### config.mk
export PLATFORM = sky130hd
export DESIGN_NAME = taus
export DESIGN_NICKNAME = d
export VERILOG_FILES = /design/src/rtl/urng_pkg.sv /design/src/rtl/taus_component.sv /design/src/rtl/taus.sv
export SDC_FILE = /design/constraint.sdc
export NUM_CORES = 1
export LEC_CHECK = 0
export BUFFER_PORTS_ARGS = -buffer_cell sky130_fd_sc_hd__buf_2
export CORE_MARGIN = 10
export CORE_UTILIZATION = 55
export DETAILED_ROUTE_END_ITERATION = 6
export PLACE_DENSITY = 0.89
export SETUP_SLACK_MARGIN = 0.3
export SLEW_MARGIN = 20
export SYNTH_ARGS = -nofsm -noshare
export SYNTH_HDL_FRONTEND = slang
export SYNTH_HIERARCHICAL = 1
export SYNTH_SLANG_ARGS = --single-unit
### constraint.sdc
create_clock -name clk -period 2.4 [get_ports clk]
set_input_delay 0.36 -clock clk [delete_from_list [all_inputs] [get_ports clk]]
set_output_delay 0.36 -clock clk [all_outputs]
set_load 0.1 [all_outputs]
### src/rtl/urng_pkg.sv
// Shared constants for the uniform random number generator (taus88).
// WIDTH is the word width. Each component k uses four constants:
//   SHL/SHR build the feedback term b = ((s << SHL) ^ s) >> SHR,
//   MASK and SHC build the next state ((s & MASK) << SHC) ^ b.
package urng_pkg;

    localparam int unsigned WIDTH = 32;

    localparam int unsigned       S0_SHL  = 13;
    localparam int unsigned       S0_SHR  = 19;
    localparam logic [WIDTH-1:0]  S0_MASK = 32'hFFFF_FFFE;
    localparam int unsigned       S0_SHC  = 12;

    localparam int unsigned       S1_SHL  = 2;
    localparam int unsigned       S1_SHR  = 25;
    localparam logic [WIDTH-1:0]  S1_MASK = 32'hFFFF_FFF8;
    localparam int unsigned       S1_SHC  = 4;

    localparam int unsigned       S2_SHL  = 3;
    localparam int unsigned       S2_SHR  = 11;
    localparam logic [WIDTH-1:0]  S2_MASK = 32'hFFFF_FFF0;
    localparam int unsigned       S2_SHC  = 17;

endpackage

### src/rtl/taus_component.sv
// One Tausworthe component of the taus88 generator.
// Ports:
//   clk   - rising-edge clock
//   rst   - synchronous active-high reset; loads seed into the state
//   seed  - WIDTH-bit seed, sampled only while rst=1
//   state - current state register value
// Parameters SHL/SHR/MASK/SHC select the component recurrence.
module taus_component
    import urng_pkg::*;
#(
    parameter int unsigned      SHL  = 13,
    parameter int unsigned      SHR  = 19,
    parameter logic [WIDTH-1:0] MASK = 32'hFFFF_FFFE,
    parameter int unsigned      SHC  = 12
) (
    input  logic             clk,
    input  logic             rst,
    input  logic [WIDTH-1:0] seed,
    output logic [WIDTH-1:0] state
);

    logic [WIDTH-1:0] fb;
    logic [WIDTH-1:0] next_state;

    // Logical shifts on a fixed-width word: bits shifted past the MSB are dropped.
    always_comb begin
        fb         = ((state << SHL) ^ state) >> SHR;
        next_state = ((state & MASK) << SHC) ^ fb;
    end

    always_ff @(posedge clk) begin
        if (rst) begin
            state <= seed;
        end else begin
            state <= next_state;
        end
    end

endmodule

### src/rtl/taus.sv
// Combined three-component Tausworthe URNG (taus88). One 32-bit word per clock.
// Ports:
//   clk - rising-edge clock
//   rst - synchronous active-high reset; loads s0/s1/s2 into the state
//   out - current random word, s0_q ^ s1_q ^ s2_q (no output register)
//   s0  - seed for component 0 (caller keeps s0 > 1)
//   s1  - seed for component 1 (caller keeps s1 > 7)
//   s2  - seed for component 2 (caller keeps s2 > 15)
module taus
    import urng_pkg::*;
(
    input  logic             clk,
    input  logic             rst,
    output logic [WIDTH-1:0] out,
    input  logic [WIDTH-1:0] s0,
    input  logic [WIDTH-1:0] s1,
    input  logic [WIDTH-1:0] s2
);

    logic [WIDTH-1:0] s0_q;
    logic [WIDTH-1:0] s1_q;
    logic [WIDTH-1:0] s2_q;

    taus_component #(
        .SHL  (S0_SHL),
        .SHR  (S0_SHR),
        .MASK (S0_MASK),
        .SHC  (S0_SHC)
    ) u_comp0 (
        .clk   (clk),
        .rst   (rst),
        .seed  (s0),
        .state (s0_q)
    );

    taus_component #(
        .SHL  (S1_SHL),
        .SHR  (S1_SHR),
        .MASK (S1_MASK),
        .SHC  (S1_SHC)
    ) u_comp1 (
        .clk   (clk),
        .rst   (rst),
        .seed  (s1),
        .state (s1_q)
    );

    taus_component #(
        .SHL  (S2_SHL),
        .SHR  (S2_SHR),
        .MASK (S2_MASK),
        .SHC  (S2_SHC)
    ) u_comp2 (
        .clk   (clk),
        .rst   (rst),
        .seed  (s2),
        .state (s2_q)
    );

    assign out = s0_q ^ s1_q ^ s2_q;

endmodule

After elaboration in Yosys (flattened, before gate mapping)
Cells that the tools add are included.
W data, S select, Z words.
{"block": "word_totals", "ff_bits": 96, "latchBits": 0, "mem_bits_rw": 0, "rom_bits": 0, "inputBits": 98, "out_inout_bits": 32, "wordCells": 14, "n_memories": 0}
{"block": "op_classes", "addsub": 0, "mul": 0, "div": 0, "magnitude_cmp": 0, "eq_ne": 0, "shifts": 0, "n_mux": 3, "bitwise": 8, "n_reduce_logical": 0}
{"operator": "$xor A32 B32 Y32", "n": 5}
{"operator": "$mux W32", "n": 3}
{"operator": "$xor A32 B13 Y32", "n": 1}
{"operator": "$xor A32 B21 Y32", "n": 1}
{"operator": "$xor A32 B7 Y32", "n": 1}

Logic depth before layout (Yosys ltp)
{"block": "depth", "ltp_word": 3, "mapped_depth": 4, "depth_no_buf": 2}

By module
The synthesis kept the hierarchy.
{"mod": "taus_component at u_comp2", "instances": 1, "cells_each": 112, "area_per_inst_um2": 1212.4, "seq_area_each_um2": 640.6}
{"mod": "taus_component at u_comp0", "instances": 1, "cells_each": 95, "area_per_inst_um2": 1178.6, "seq_area_each_um2": 640.6}
{"mod": "taus_component at u_comp1", "instances": 1, "cells_each": 82, "area_per_inst_um2": 1089.8, "seq_area_each_um2": 640.6}
{"mod": "taus", "instances": 1, "cells_each": 32, "area_per_inst_um2": 760.7, "seq_area_each_um2": 0.0}

Worst setup path after synthesis
No wires, ideal clock.
{"block": "synth_path", "kind": "register to output", "startpoint": "reg u_comp1.state[25]", "endpoint": "out out[25]", "arrival_ps": 1375, "t_required_ps": 2040, "setup_slack_ps": 665, "path_stages_with_launch": 2, "path_buffers": 0, "cell_sequence": "dfxtp_1 -> xor3_1"}
{"block": "synth_via", "elab_chain_cells": 2}
{"element": "start, declared", "line_no": "taus_component.sv:19", "source": "output logic [WIDTH-1:0] state"}
{"element": "start signal, assigned", "line_no": "taus_component.sv:35", "source": "state <= next_state;"}
{"element": "$xor A32 B32 Y32 (2 in series)", "line_no": "taus.sv:60", "source": "assign out = s0_q ^ s1_q ^ s2_q;"}
{"element": "end, declared", "line_no": "taus.sv:14", "source": "output logic [WIDTH-1:0] out,"}
Every way passes these cells.

Final worst setup path
{"block": "layout_path", "startpoint": "reg u_comp1.state[27]", "endpoint": "out out[27]"}
The elaborated chain is that of the path after synthesis.

==> metrics.yaml <==
layout:
  nets: 547
  multi_input_area_um2: 2180
  area_delta_synth_final_pct: 20.9
  antenna_cells: 0
  drive_above_1_share: 0.447
  seq_area_um2: 1920
  fillers: 556
logic_synthesis:
  synth_top_cell_by_area: "dfxtp_1"
  synth_most_common_cell: "dfxtp_1"
  yosysSeqAreaShare: 0.453
  synth_common_cells: "dfxtp_1 (96), nand2_1 (41), o21ai_0 (41), xnor2_1 (41), mux2_2 (33)"
  synth_top_area_frac: 0.453
  synth_edf_count: 0
  avgSynthCellArea_um2: 13.2
  ys_types: 12
  synthFlopType: "dfxtp_1"
  synthCells: 321
  ys_seq_elements: 96
  synth_nets: 419
  synthArstFlopShare: 0
  synthesis.area_um2: 4240
  synth_area_leaders: "dfxtp_1 (45%), xor3_1 (18%), mux2_2 (8.8%), xnor2_1 (8.5%), mux2_4 (7.8%)"
  yosys_warnings: 6
clocking:
  clk_latency_ns: 0.36
  root_buffer: "clkbuf_8"
  post_cts_resize_count: 0
  htree_levels: 3
  ctsHoldBuffers: 0
  cts_tree: "yes"
  cts_setup_buffers: 0
  cts_buffers: 9
  cts_buffer_depth: 2
  clk_pin_slew_ns: 0.09
  cts_sinks: 96
job:
  cap_viol_max_count: 0
grt:
  antenna_found_initial: 0
  grt_start_max_net_pins: 60
  grt_overflow: 0
  grt_pass1_vias: 2982
  grt_pass1_wl_um: 16400
  grt_usage: 0.189
setup_path:
  cp_slowest_stage_delay_ns: 0.44
  required_ns: 2.04
  reg2reg_to: "u_comp0/state[9]"
  cp.arrival_ns: 1.59
  r2r_slack_ns: 1.40
  worstPathMaxFanout: 4
  cp-end-kind: "output pin"
  cp_cell_sequence: "xor3_1 > buf_2"
  start_kind: "flip-flop"
  worst_path_max_delay_cell: "buf_2"
  crit-reg2reg-launch: "u_comp0/state[15]"
  critical_path_class: "flip-flop to output pin"
  reg2regPathDepth: 2
detailed_routing:
  vias_per_cell: 4.94
  wirelength_um: 11200
  wl_per_cell_um: 20.2
  num_vias: 2732
  drt_iter0_drc: 121
  ant_nets: 0
  dr.pass1.iters: 4
  drc_errors: 0
die:
  io_pins: 130
  die_w_um: 108
  floorplan.initialDensity: 0.576
  design.die.area_um2: 11600
  core_area_um2: 7370
  die_h_um: 108
  core.rowCount: 31
power_and_ir_drop:
  power_mw: 6.02
  seq_power_share: 0.346
  combPwrFrac: 0.464
  p_per_area_nw_per_um2: 1170
  p_switching_mw: 2.81
  p_sw_frac: 0.467
  pwr-share-clk: 0.190
  irDropWorstVdd_mv: 0.659
  p_leak_nw: 2.46
  internal_power_mw: 3.21
min_path:
  min-delay-start: "s2[14]"
  holdCritPathClass: "input pin to flip-flop"
  holdPathStages: 3
  min_to: "u_comp2/state[14]"
sta:
  fmax_mhz: 512
  slew_headroom: 0.664
  post-route-period-util: 0.814
  clock_skew_ns: 0.00852
  hold_viol: 0
  final_max_slew_viol_count: 0
  rsz0062_at_grt: "no"
  worst_slew_pin_slew_ns: 0.508
  setup_viol: 0
  setup_tns_ns: 0
  fin_crit_ns: 1.95
placed_design:
  finalWeightedCongestion: 0.876
  io_buffers: 129
  dp_hpwl_um: 8900
status:
  status: "complete, no violations"
==> routing by layer <==
| metal | wire length [µm] | GRT usage |
|---|---|---|
| met4 | 33 | 0.0315 |
| met1 | 4670 | 0.226 |
| met3 | 968 | 0.0701 |
| met2 | 5480 | 0.322 |
| met5 | 0 | 0 |
==> per-stage QoR <==
step	cells	util	worst slack, ns	area, µm²	hold WS [ns]
5_1_grt	553	0.696	0.413	5130	0.192
6_report	553	0.696	0.446	5130	0.204
2_1_floorplan	321	-	0.665	4240	0.460
3_5_place_dp	537	0.666	0.843	4910	0.481
4_1_cts	553	0.696	0.440	5130	0.188
3_3_place_gp	537	0.666	0.851	4910	0.467
==> kinds of logic after synthesis <==
| kind of cell | after synthesis | share of synthesized area |
|---|---|---|
| multiplexers | 55 | 0.165 |
| AND/OR/NAND/NOR | 41 | 0.0363 |
| buffers and inverters | 15 | 0.0327 |
| XOR/XNOR | 73 | 0.264 |
| AO/OA/AOI/OAI | 41 | 0.0484 |
| flip-flops | 96 | 0.453 |
==> worst max-delay path by stage <==
stage / slack [ns] / cells past startpoint / endpoint / startpoint
6_report: 0.45 / 2 / out[27] / u_comp1/state[27]
5_1_grt: 0.41 / 2 / out[27] / u_comp1/state[27]
4_1_cts: 0.44 / 2 / out[27] / u_comp1/state[27]
3_5_place_dp: 0.84 / 2 / out[27] / u_comp1/state[27]
3_3_place_gp: 0.85 / 2 / out[28] / u_comp1/state[28]
2_1_floorplan: 0.67 / 1 / out[25] / u_comp1/state[25]
==> critical path: cells and delay by family (launching register included) <==
family / cells / cell delay, ns
buffers and inverters: 1 / 0.44
xor gates and xnor gates: 1 / 0.42
DFF: 1 / 0.38
==> area by class of cell <==
class / count / share of cell area
clock buffer: 9 / 0.0242
clock inverter: 7 / 0.0185
multi-input combinational: 210 / 0.425
sequential: 96 / 0.375
tap: 99 / 0.0242
timing repair buffer: 132 / 0.133
==> state kept, by name, summed over array words and instances, names as in the netlist <==
name,flops
u_comp0/state,32
u_comp1/state,32
u_comp2/state,32
==> cells in the final DEF, fill, tap and decap left out, types with 3 or more instances in the layout <==
cell and count:
nand2_1 41, dfxtp_1 96, buf_4 3, buf_2 128
mux2_2 33, mux2_4 22, o21ai_0 41, xnor2_1 41
xor3_1 32, clkbuf_8 9
==> power by group through the flow <==
stage,registers [mW],clock network [mW],logic (mW)
final,2.08,1.14,2.79
after global routing,2.11,1.23,2.88
after CTS,2.08,1.17,2.81
after detailed placement,2.12,0,2.80
after global placement,2.10,0,2.77
after floorplan,2.02,0,2.43
Note: power is estimated with default switching activity, not from simulation.
